$ cat config.mk
export PLATFORM = sky130hd
export DESIGN_NAME = instr_encoder
export DESIGN_NICKNAME = d
export VERILOG_FILES = /design/src/rtl/instr_encoder.sv
export SDC_FILE = /design/constraint.sdc
export NUM_CORES = 1
export LEC_CHECK = 0
export ABC_AREA = 1
export CAP_MARGIN = 20
export CORE_ASPECT_RATIO = 1.4
export CORE_MARGIN = 4
export CORE_UTILIZATION = 45
export CTS_CLUSTER_DIAMETER = 200
export DETAILED_ROUTE_END_ITERATION = 10
export PLACE_DENSITY_LB_ADDON = 0.2
export SKIP_LAST_GASP = 1
export SLEW_MARGIN = 20
export SYNTH_ARGS = -nofsm -noshare
export SYNTH_HDL_FRONTEND = slang
export SYNTH_SLANG_ARGS = --single-unit
$ cat constraint.sdc
create_clock -name clk -period 4.94 [get_ports clk]
set_clock_uncertainty 0.05 [all_clocks]
set_input_delay 0.494 -clock clk [delete_from_list [all_inputs] [get_ports clk]]
set_output_delay 0.494 -clock clk [all_outputs]
set_load 0.01 [all_outputs]
$ cat src/rtl/instr_encoder.sv
// Encodes RV32 instruction field bundles into 32-bit words and queues them in an
// output FIFO; the head word is presented together with its byte address.
module instr_encoder #(
    parameter int          DEPTH     = 4,
    parameter logic [31:0] BASE_ADDR = 32'h0
) (
    input  logic        clk,
    input  logic        rst_n,
    input  logic        flush,
    input  logic        in_valid,
    output logic        in_ready,
    input  logic [2:0]  fmt,
    input  logic [6:0]  opcode,
    input  logic [4:0]  rd,
    input  logic [4:0]  rs1,
    input  logic [4:0]  rs2,
    input  logic [2:0]  funct3,
    input  logic        f7b5,
    input  logic        mul,
    input  logic [31:0] imm,
    output logic        out_valid,
    input  logic        out_ready,
    output logic [31:0] out_instr,
    output logic [31:0] out_addr,
    output logic        err,
    output logic [15:0] pop_count
);
    localparam int          AW       = $clog2(DEPTH);
    localparam logic [AW:0] FULL_CNT = (AW + 1)'(DEPTH);
    localparam logic [AW:0] ONE_CNT  = (AW + 1)'(1);
    localparam logic [AW-1:0] ONE_PTR = AW'(1);

    localparam logic [2:0] FMT_I = 3'd0;
    localparam logic [2:0] FMT_B = 3'd1;
    localparam logic [2:0] FMT_S = 3'd2;
    localparam logic [2:0] FMT_U = 3'd3;
    localparam logic [2:0] FMT_J = 3'd4;
    localparam logic [2:0] FMT_R = 3'd5;
    localparam logic [6:0] OP_IMM = 7'b0010011;

    logic [31:0]   mem [DEPTH];
    logic [AW-1:0] wr_ptr;
    logic [AW-1:0] rd_ptr;
    logic [AW:0]   count;
    logic          live;
    logic          full;
    logic          empty;
    logic          fmt_legal;
    logic          accept;
    logic          push;
    logic          pop;
    logic [31:0]   enc_word;

    always_comb begin
        enc_word  = 32'h0;
        fmt_legal = 1'b1;
        case (fmt)
            FMT_I: begin
                enc_word = {imm[11:0], rs1, funct3, rd, opcode};
                // SLLI/SRLI/SRAI: the upper immediate bits carry the shift-type select
                if (opcode == OP_IMM && (funct3 == 3'b001 || funct3 == 3'b101))
                    enc_word[31:25] = {1'b0, f7b5, 5'b0};
            end
            FMT_B:   enc_word = {imm[12], imm[10:5], rs2, rs1, funct3, imm[4:1], imm[11], opcode};
            FMT_S:   enc_word = {imm[11:5], rs2, rs1, funct3, imm[4:0], opcode};
            FMT_U:   enc_word = {imm[31:12], rd, opcode};
            FMT_J:   enc_word = {imm[20], imm[10:1], imm[11], imm[19:12], rd, opcode};
            FMT_R:   enc_word = {1'b0, f7b5, 4'b0, mul, rs2, rs1, funct3, rd, opcode};
            default: fmt_legal = 1'b0;
        endcase
    end

    // live holds in_ready low until the first edge after reset release
    assign full      = (count == FULL_CNT);
    assign empty     = (count == '0);
    assign in_ready  = live & ~full;
    assign accept    = in_valid & in_ready;
    assign push      = accept & fmt_legal & ~flush;
    assign pop       = ~empty & out_ready & ~flush;
    assign out_valid = ~empty;
    assign out_instr = empty ? 32'h0 : mem[rd_ptr];
    assign out_addr  = BASE_ADDR + {14'b0, pop_count, 2'b00};

    always_ff @(posedge clk or negedge rst_n) begin
        if (!rst_n) begin
            live      <= 1'b0;
            wr_ptr    <= '0;
            rd_ptr    <= '0;
            count     <= '0;
            pop_count <= '0;
            err       <= 1'b0;
        end else begin
            live <= 1'b1;
            err  <= accept & ~fmt_legal & ~flush;
            if (flush) begin
                wr_ptr    <= '0;
                rd_ptr    <= '0;
                count     <= '0;
                pop_count <= '0;
            end else begin
                if (push)
                    wr_ptr <= wr_ptr + ONE_PTR;
                if (pop) begin
                    rd_ptr    <= rd_ptr + ONE_PTR;
                    pop_count <= pop_count + 16'd1;
                end
                if (push && !pop)
                    count <= count + ONE_CNT;
                else if (pop && !push)
                    count <= count - ONE_CNT;
            end
        end
    end

    always_ff @(posedge clk) begin
        if (push)
            mem[wr_ptr] <= enc_word;
    end

endmodule
==> flow_metrics.env, run 1 <==
export IMPL_critPathLaunchType="register"
export IMPL_r2r_setup_slack_ps=2510
export IMPL_clk_pin_slew_ps=60
export IMPL_maxCapViolations=0
export IMPL_critical_path_arrival_ps=3110
export IMPL_crit_path_top_delay_cell="inv_2"
export IMPL_grt_max_degree=67
export IMPL_fin_crit_sh=0.741
export IMPL_num_antenna_cells=0
export IMPL_yosys_warnings=0
export IMPL_finalSetupViolations=0
export IMPL_io_pins=150
export IMPL_antenna_found_initial=0
export IMPL_drc_errors=0
export IMPL_r2r_start="count[1]$_DFFE_PN0P_"
export IMPL_min_path_type="in -> async"
export IMPL_crit_required_ps=4400
export IMPL_r2r_cells=6
export IMPL_cts_tree="built"
export IMPL_vias_per_cell=5.25
export IMPL_nets=927
export IMPL_die_y_um=158
export IMPL_cp_max_fo=66
export IMPL_rsz0062_at_grt="false"
export IMPL_power_mw=3.48
export IMPL_cts_hold_buf=0
export IMPL_syn_inst=737
export IMPL_routed_wl_um=18600
export IMPL_netlist_area_sq_mm=0.00724
export IMPL_ir_drop_v=0.000267
export IMPL_tns_ps=0
export IMPL_ant_nets=0
export IMPL_io_buffers=133
export IMPL_post_cts_buffers=0
export IMPL_p_leak_nw=3.54
export IMPL_grt_usage=0.205
export IMPL_reg2reg_to="mem[0][20]$_DFFE_PP_"
export IMPL_seq_area_frac_synth=0.617
export IMPL_grt_overflow=0
export IMPL_clk_path_buf_depth=2
export IMPL_fill_cells=1294
export IMPL_grt_pass1_vias=5436
export IMPL_slowest_delay_ps=820
export IMPL_slew_headroom=0.309
export IMPL_max_freq_ghz=0.273
export IMPL_drt_pass1_iter_count=5
export IMPL_dp_hpwl_um=12200
export IMPL_ys_types=41
export IMPL_cts_buffers=17
export IMPL_grt_pass1_wl_um=28200
export IMPL_rows=54
export IMPL_period_minus_slack_ps=3660
export IMPL_cts_root_buf="clkbuf_16"
export IMPL_final_common_cell="nor2_1"
export IMPL_cts_resized=0
export IMPL_powerDensity_mw_per_mm2=374
export IMPL_syn_to_final_growth_pct=28.5
export IMPL_worst_pin_slew_ps=1030
export IMPL_status="finished, final reports clean"
export IMPL_synth_area_per_cell_sq_um=9.83
export IMPL_initial_core_util=0.462
export IMPL_worstSetupEndpointType="output port"
export IMPL_core_area_sq_mm=0.0157
export IMPL_drive_above_1_share=0.0704
export IMPL_htreeDepth=4
export IMPL_clkLatencyLatePin_ps=410
export IMPL_report_final_hold_viol_count=0
export IMPL_crit_chain="buf_4, inv_2, o21ai_0, a21oi_1, clkdlybuf4s50_1"
export IMPL_gp_congestion=0.852
export IMPL_final_cell_mix="nor2_1 (156), clkdlybuf4s50_1 (133), edfxtp_1 (128)"
export IMPL_drv_slew=0
export IMPL_wl_per_cell_um=17.5
export IMPL_ys_ff_latch=153
export IMPL_cts_num_sinks=153
export IMPL_die_area_sq_mm=0.0182
export IMPL_vias=5586
export IMPL_dieWidth_um=115
export IMPL_drt_iter0_drc=459
export IMPL_path_class="reg -> out"
metrics by stage:
stage | utilization | instance area (sq um) | worst slack (ps) | hold WS (ps) | instances
5_1_grt | 0.594 | 9310 | 1030 | 457 | 1063
3_5_place_dp | 0.549 | 8610 | 1640 | 519 | 1028
4_1_cts | 0.588 | 9220 | 1240 | 401 | 1060
2_1_floorplan | - | 7300 | 2110 | 148 | 752
3_3_place_gp | 0.547 | 8580 | 1400 | 501 | 1027
6_report | 0.594 | 9310 | 1280 | 404 | 1063
logic make-up (layout without fill, tap and decap cells):
| logic type | count (synthesis) | in the layout | synth area share |
|---|---|---|---|
| other cells | 2 | 17 | 0.00104 |
| fa+ha+maj | 6 | 6 | 0.0114 |
| flops | 153 | 153 | 0.617 |
| compound gates | 139 | 139 | 0.102 |
| xor+xnor | 1 | 1 | 0.00121 |
| simple gates | 311 | 311 | 0.182 |
| buf+inv | 125 | 240 | 0.0852 |
synthesized netlist by cell type, drive strengths merged:
cell type	instances	area, sq um
a211oi	1	7.51
o22ai	4	25.0
conb	2	7.51
inv	66	255
fa	1	20.0
o211ai	4	30.0
o21ai	84	420
edfxtp	128	3840
clkinv	1	3.75
nand2	104	420
ha	5	62.6
xnor2	1	8.76
dfrtp	25	626
nor2	164	636
o221ai	1	8.76
buf	40	280
nand4	8	50.1
a21oi	41	216
nor3	9	67.6
nand3	23	120
a31oi	1	6.26
nand3b	1	7.51
o21bai	1	7.51
a21boi	1	7.51
nor3b	1	12.5
or2	1	6.26
clkbuf	18	77.6
o2111ai	1	8.76
power breakdown:
group          leakage [nW]  switching (mW)  internal (mW)  total [mW]
logic                  1.73           0.414          0.293       0.708
clock network         0.299           0.500          0.818        1.32
registers              1.51          0.0168           1.44        1.46
total                  3.54           0.931           2.55        3.48
routing by layer:
layer | GRT usage | vias up | part of all wire
li1 | - | 2668 | -
met1 | 0.254 | 2646 | 0.39
met2 | 0.342 | 235 | 0.50
met3 | 0.0436 | 37 | 0.072
met4 | 0.0934 | 0 | 0.031
met5 | 0 | - | 0
how the worst max path moves through the flow:
| stage | start | endpoint | slack [ps] | cells past startpoint |
|---|---|---|---|---|
| 5_1_grt | rd_ptr[0]$_DFFE_PN0P_ | out_instr[22] | 1030 | 5 |
| 2_1_floorplan | fmt[2] | mem[0][0]$_DFFE_PP_ | 2110 | 5 |
| 3_3_place_gp | rd_ptr[1]$_DFFE_PN0P_ | out_instr[21] | 1400 | 6 |
| 3_5_place_dp | fmt[2] | mem[3][18]$_DFFE_PP_ | 1640 | 6 |
| 4_1_cts | rd_ptr[0]$_DFFE_PN0P_ | out_instr[31] | 1240 | 5 |
| 6_report | rd_ptr[0]$_DFFE_PN0P_ | out_instr[22] | 1280 | 5 |
flip-flops by register name, summed over array words and instances (netlist names):
signal     flops
wr_ptr         2
rd_ptr         2
live           1
count          3
mem          128
err            1
pop_count     16
worst max-delay path, delay by kind of cell, from the launching register on:
family          cells  cell delay [ps]
flops               1              380
buf+inv             3             1720
compound gates      2              580
area by class of cell:
cell class	count	area, sq um	share of cell area
sequential	153	4470	0.480
multi-input combinational	474	2240	0.241
timing repair buffer	141	1470	0.158
clock buffer	25	541	0.0581
inverter	67	259	0.0278
tap	196	245	0.0264
clock inverter	7	76.3	0.00820
Power figures use the tool's default switching activity.
==> run 2, diff against run 1 <==
==> constraint.sdc (replaced) <==
create_clock -name clk -period 3.3 [get_ports clk]
set_clock_uncertainty 0.05 [all_clocks]
set_input_delay 0.33 -clock clk [delete_from_list [all_inputs] [get_ports clk]]
set_output_delay 0.33 -clock clk [all_outputs]
set_load 0.01 [all_outputs]
==> run 2 against run 1 <==
Core utilization fell by 0.30 points. Highest routed layer is now met5. Sequential power grew 51%. Global-route usage is 0.43 points higher.
==> flow_metrics.env, run 2 (synthesis results as in run 1) <==
export IMPL_status="finished, final reports clean"
export IMPL_use_met2=0.378
export IMPL_nets=931
export IMPL_p_leak_nw=3.51
export IMPL_reg_top3="mem: 128 flops, pop_count: 16 flops, count: 3 flops"
export IMPL_tns_ps=0
export IMPL_final_cell_mix="nor2_1 (156), clkdlybuf4s50_1 (133), edfxtp_1 (128)"
export IMPL_dp_hpwl_um=13200
export IMPL_die_area_sq_mm=0.0182
export IMPL_critical_path_arrival_ps=2570
export IMPL_htreeDepth=4
export IMPL_gp_congestion=0.898
export IMPL_cts_buffers=17
export IMPL_vias_per_cell=5.22
export IMPL_drive_above_1_share=0.0781
export IMPL_initial_core_util=0.462
export IMPL_r2r_start="count[2]$_DFFE_PN0P_"
export IMPL_min_path_type="in -> async"
export IMPL_drv_slew=0
export IMPL_top_usage_layer="met2"
export IMPL_clk_pin_slew_ps=70
export IMPL_crit_chain="nor2_4, nand2_2, inv_1, buf_4, a21oi_1, clkdlybuf4s50_1"
export IMPL_dieWidth_um=115
export IMPL_ant_nets=0
export IMPL_drc_errors=0
export IMPL_grt_usage=0.209
export IMPL_grt_overflow=0
export IMPL_worstSetupEndpointType="output port"
export IMPL_cp_max_fo=21
export IMPL_core_area_sq_mm=0.0157
export IMPL_crit_buf_inv=3
export IMPL_place_ws_ps=554
export IMPL_largest_register="mem"
export IMPL_wl_per_cell_um=17.5
export IMPL_crit_path_top_delay_cell="inv_1"
export IMPL_use_met1=0.237
export IMPL_r2r_setup_slack_ps=1190
export IMPL_period_minus_slack_ps=2950
export IMPL_r2r_cells=14
export IMPL_worst_pin_slew_ps=771
export IMPL_drt_pass1_iter_count=5
export IMPL_grt_pass1_vias=5608
export IMPL_ir_drop_v=0.000325
export IMPL_gr_usage_met3=0.0501
export IMPL_num_antenna_cells=0
export IMPL_antenna_found_initial=1
export IMPL_holdWs_ps=228
export IMPL_path_class="reg -> out"
export IMPL_routed_wl_um=18700
export IMPL_io_buffers=133
export IMPL_clkLatencyLatePin_ps=420
export IMPL_finalSetupViolations=0
export IMPL_placed_area_sq_mm=0.00869
export IMPL_cts_num_sinks=153
export IMPL_crit_cells=6
export IMPL_setup_ws_ps=352
export IMPL_clk_path_buf_depth=2
export IMPL_cts_hold_buf=0
export IMPL_post_cts_buffers=0
export IMPL_syn_to_final_growth_pct=27.8
export IMPL_largest_reg_flops=128
export IMPL_grt_pass1_wl_um=29000
export IMPL_rsz0062_at_grt="false"
export IMPL_rows=54
export IMPL_cp_top_family="buffers and inverters"
export IMPL_slowest_delay_ps=570
export IMPL_critPathLaunchType="register"
export IMPL_powerDensity_mw_per_mm2=552
export IMPL_grt_max_degree=35
export IMPL_final_common_cell="nor2_1"
export IMPL_reg2reg_to="count[2]$_DFFE_PN0P_"
export IMPL_maxCapViolations=0
export IMPL_final_cell_area_sq_mm=0.00926
export IMPL_drt_iter0_drc=392
export IMPL_cts_tree="built"
export IMPL_vias=5568
export IMPL_cts_resized=0
export IMPL_cts_root_buf="clkbuf_16"
export IMPL_slew_headroom=0.486
export IMPL_fin_crit_sh=0.893
export IMPL_die_y_um=158
export IMPL_crit_path_start="count[1]$_DFFE_PN0P_"
export IMPL_max_freq_ghz=0.339
export IMPL_io_pins=150
export IMPL_report_final_hold_viol_count=0
export IMPL_crit_path_end="out_instr[11]"
export IMPL_crit_required_ps=2920
==> run 2: power breakdown <==
part | internal (mW) | leakage, nW | switching (mW)
combinational | 0.449 | 1.74 | 0.596
sequential | 2.16 | 1.51 | 0.0436
clock | 1.06 | 0.262 | 0.811
==> run 2: final cells by class <==
cell class | count | area, sq um
clock inverter | 14 | 140
tap | 196 | 245
timing repair buffer | 145 | 1470
multi-input combinational | 474 | 2240
sequential | 153 | 4470
clock buffer | 18 | 429
fill | 1333 | 6420
inverter | 67 | 259
==> run 2: per-layer routing <==
layer  vias up  part of all wire
met3        37             0.058
met4         2             0.025
li1       2681                 -
met5         -           0.00070
met1      2659              0.38
met2       189              0.54
==> run 2: how the worst min path moves through the flow <==
| stage | end | cells past startpoint | slack [ps] | start |
|---|---|---|---|---|
| detailed placement | pop_count[14]$_DFFE_PN0P_ | 2 | 510 | pop_count[14]$_DFFE_PN0P_ |
| global route | pop_count[5]$_DFFE_PN0P_ | 1 | 280 | rst_n |
| finish | pop_count[5]$_DFFE_PN0P_ | 1 | 230 | rst_n |
| global placement | pop_count[14]$_DFFE_PN0P_ | 2 | 500 | pop_count[14]$_DFFE_PN0P_ |
| floorplan | count[0]$_DFFE_PN0P_ | 0 | -20 | rst_n |
| CTS | pop_count[5]$_DFFE_PN0P_ | 1 | 250 | rst_n |
==> run 2: worst register-to-register path, delay by kind of cell (launching register included) <==
| family | cells | cell delay [ps] |
|---|---|---|
| flip-flops | 1 | 420 |
| buffers and inverters | 4 | 280 |
| adder cells (fa/ha/maj) | 1 | 380 |
| AND/OR/NAND/NOR | 8 | 660 |
| XOR/XNOR | 1 | 220 |
==> run 2: metrics by stage <==
| stage | utilization | instances | total power, mW |
|---|---|---|---|
| 4_1_cts | 0.591 | 1067 | 5.16 |
| 2_1_floorplan | - | 752 | 2.78 |
| 3_5_place_dp | 0.554 | 1035 | 3.30 |
| 3_3_place_gp | 0.554 | 1035 | 3.27 |
| 6_report | 0.591 | 1067 | 5.11 |
| 5_1_grt | 0.591 | 1067 | 5.33 |
==> run 3, diff against run 2 <==
--- a/config.mk
+++ b/config.mk
@@ -6,7 +6,6 @@
 export NUM_CORES = 1
 export LEC_CHECK = 0
 export ABC_AREA = 1
-export CAP_MARGIN = 20
 export CORE_ASPECT_RATIO = 1.4
 export CORE_MARGIN = 4
 export CORE_UTILIZATION = 45
==> results of run 3 <==
Same layout as run 2: the final DEF is identical, and so are final timing and power.
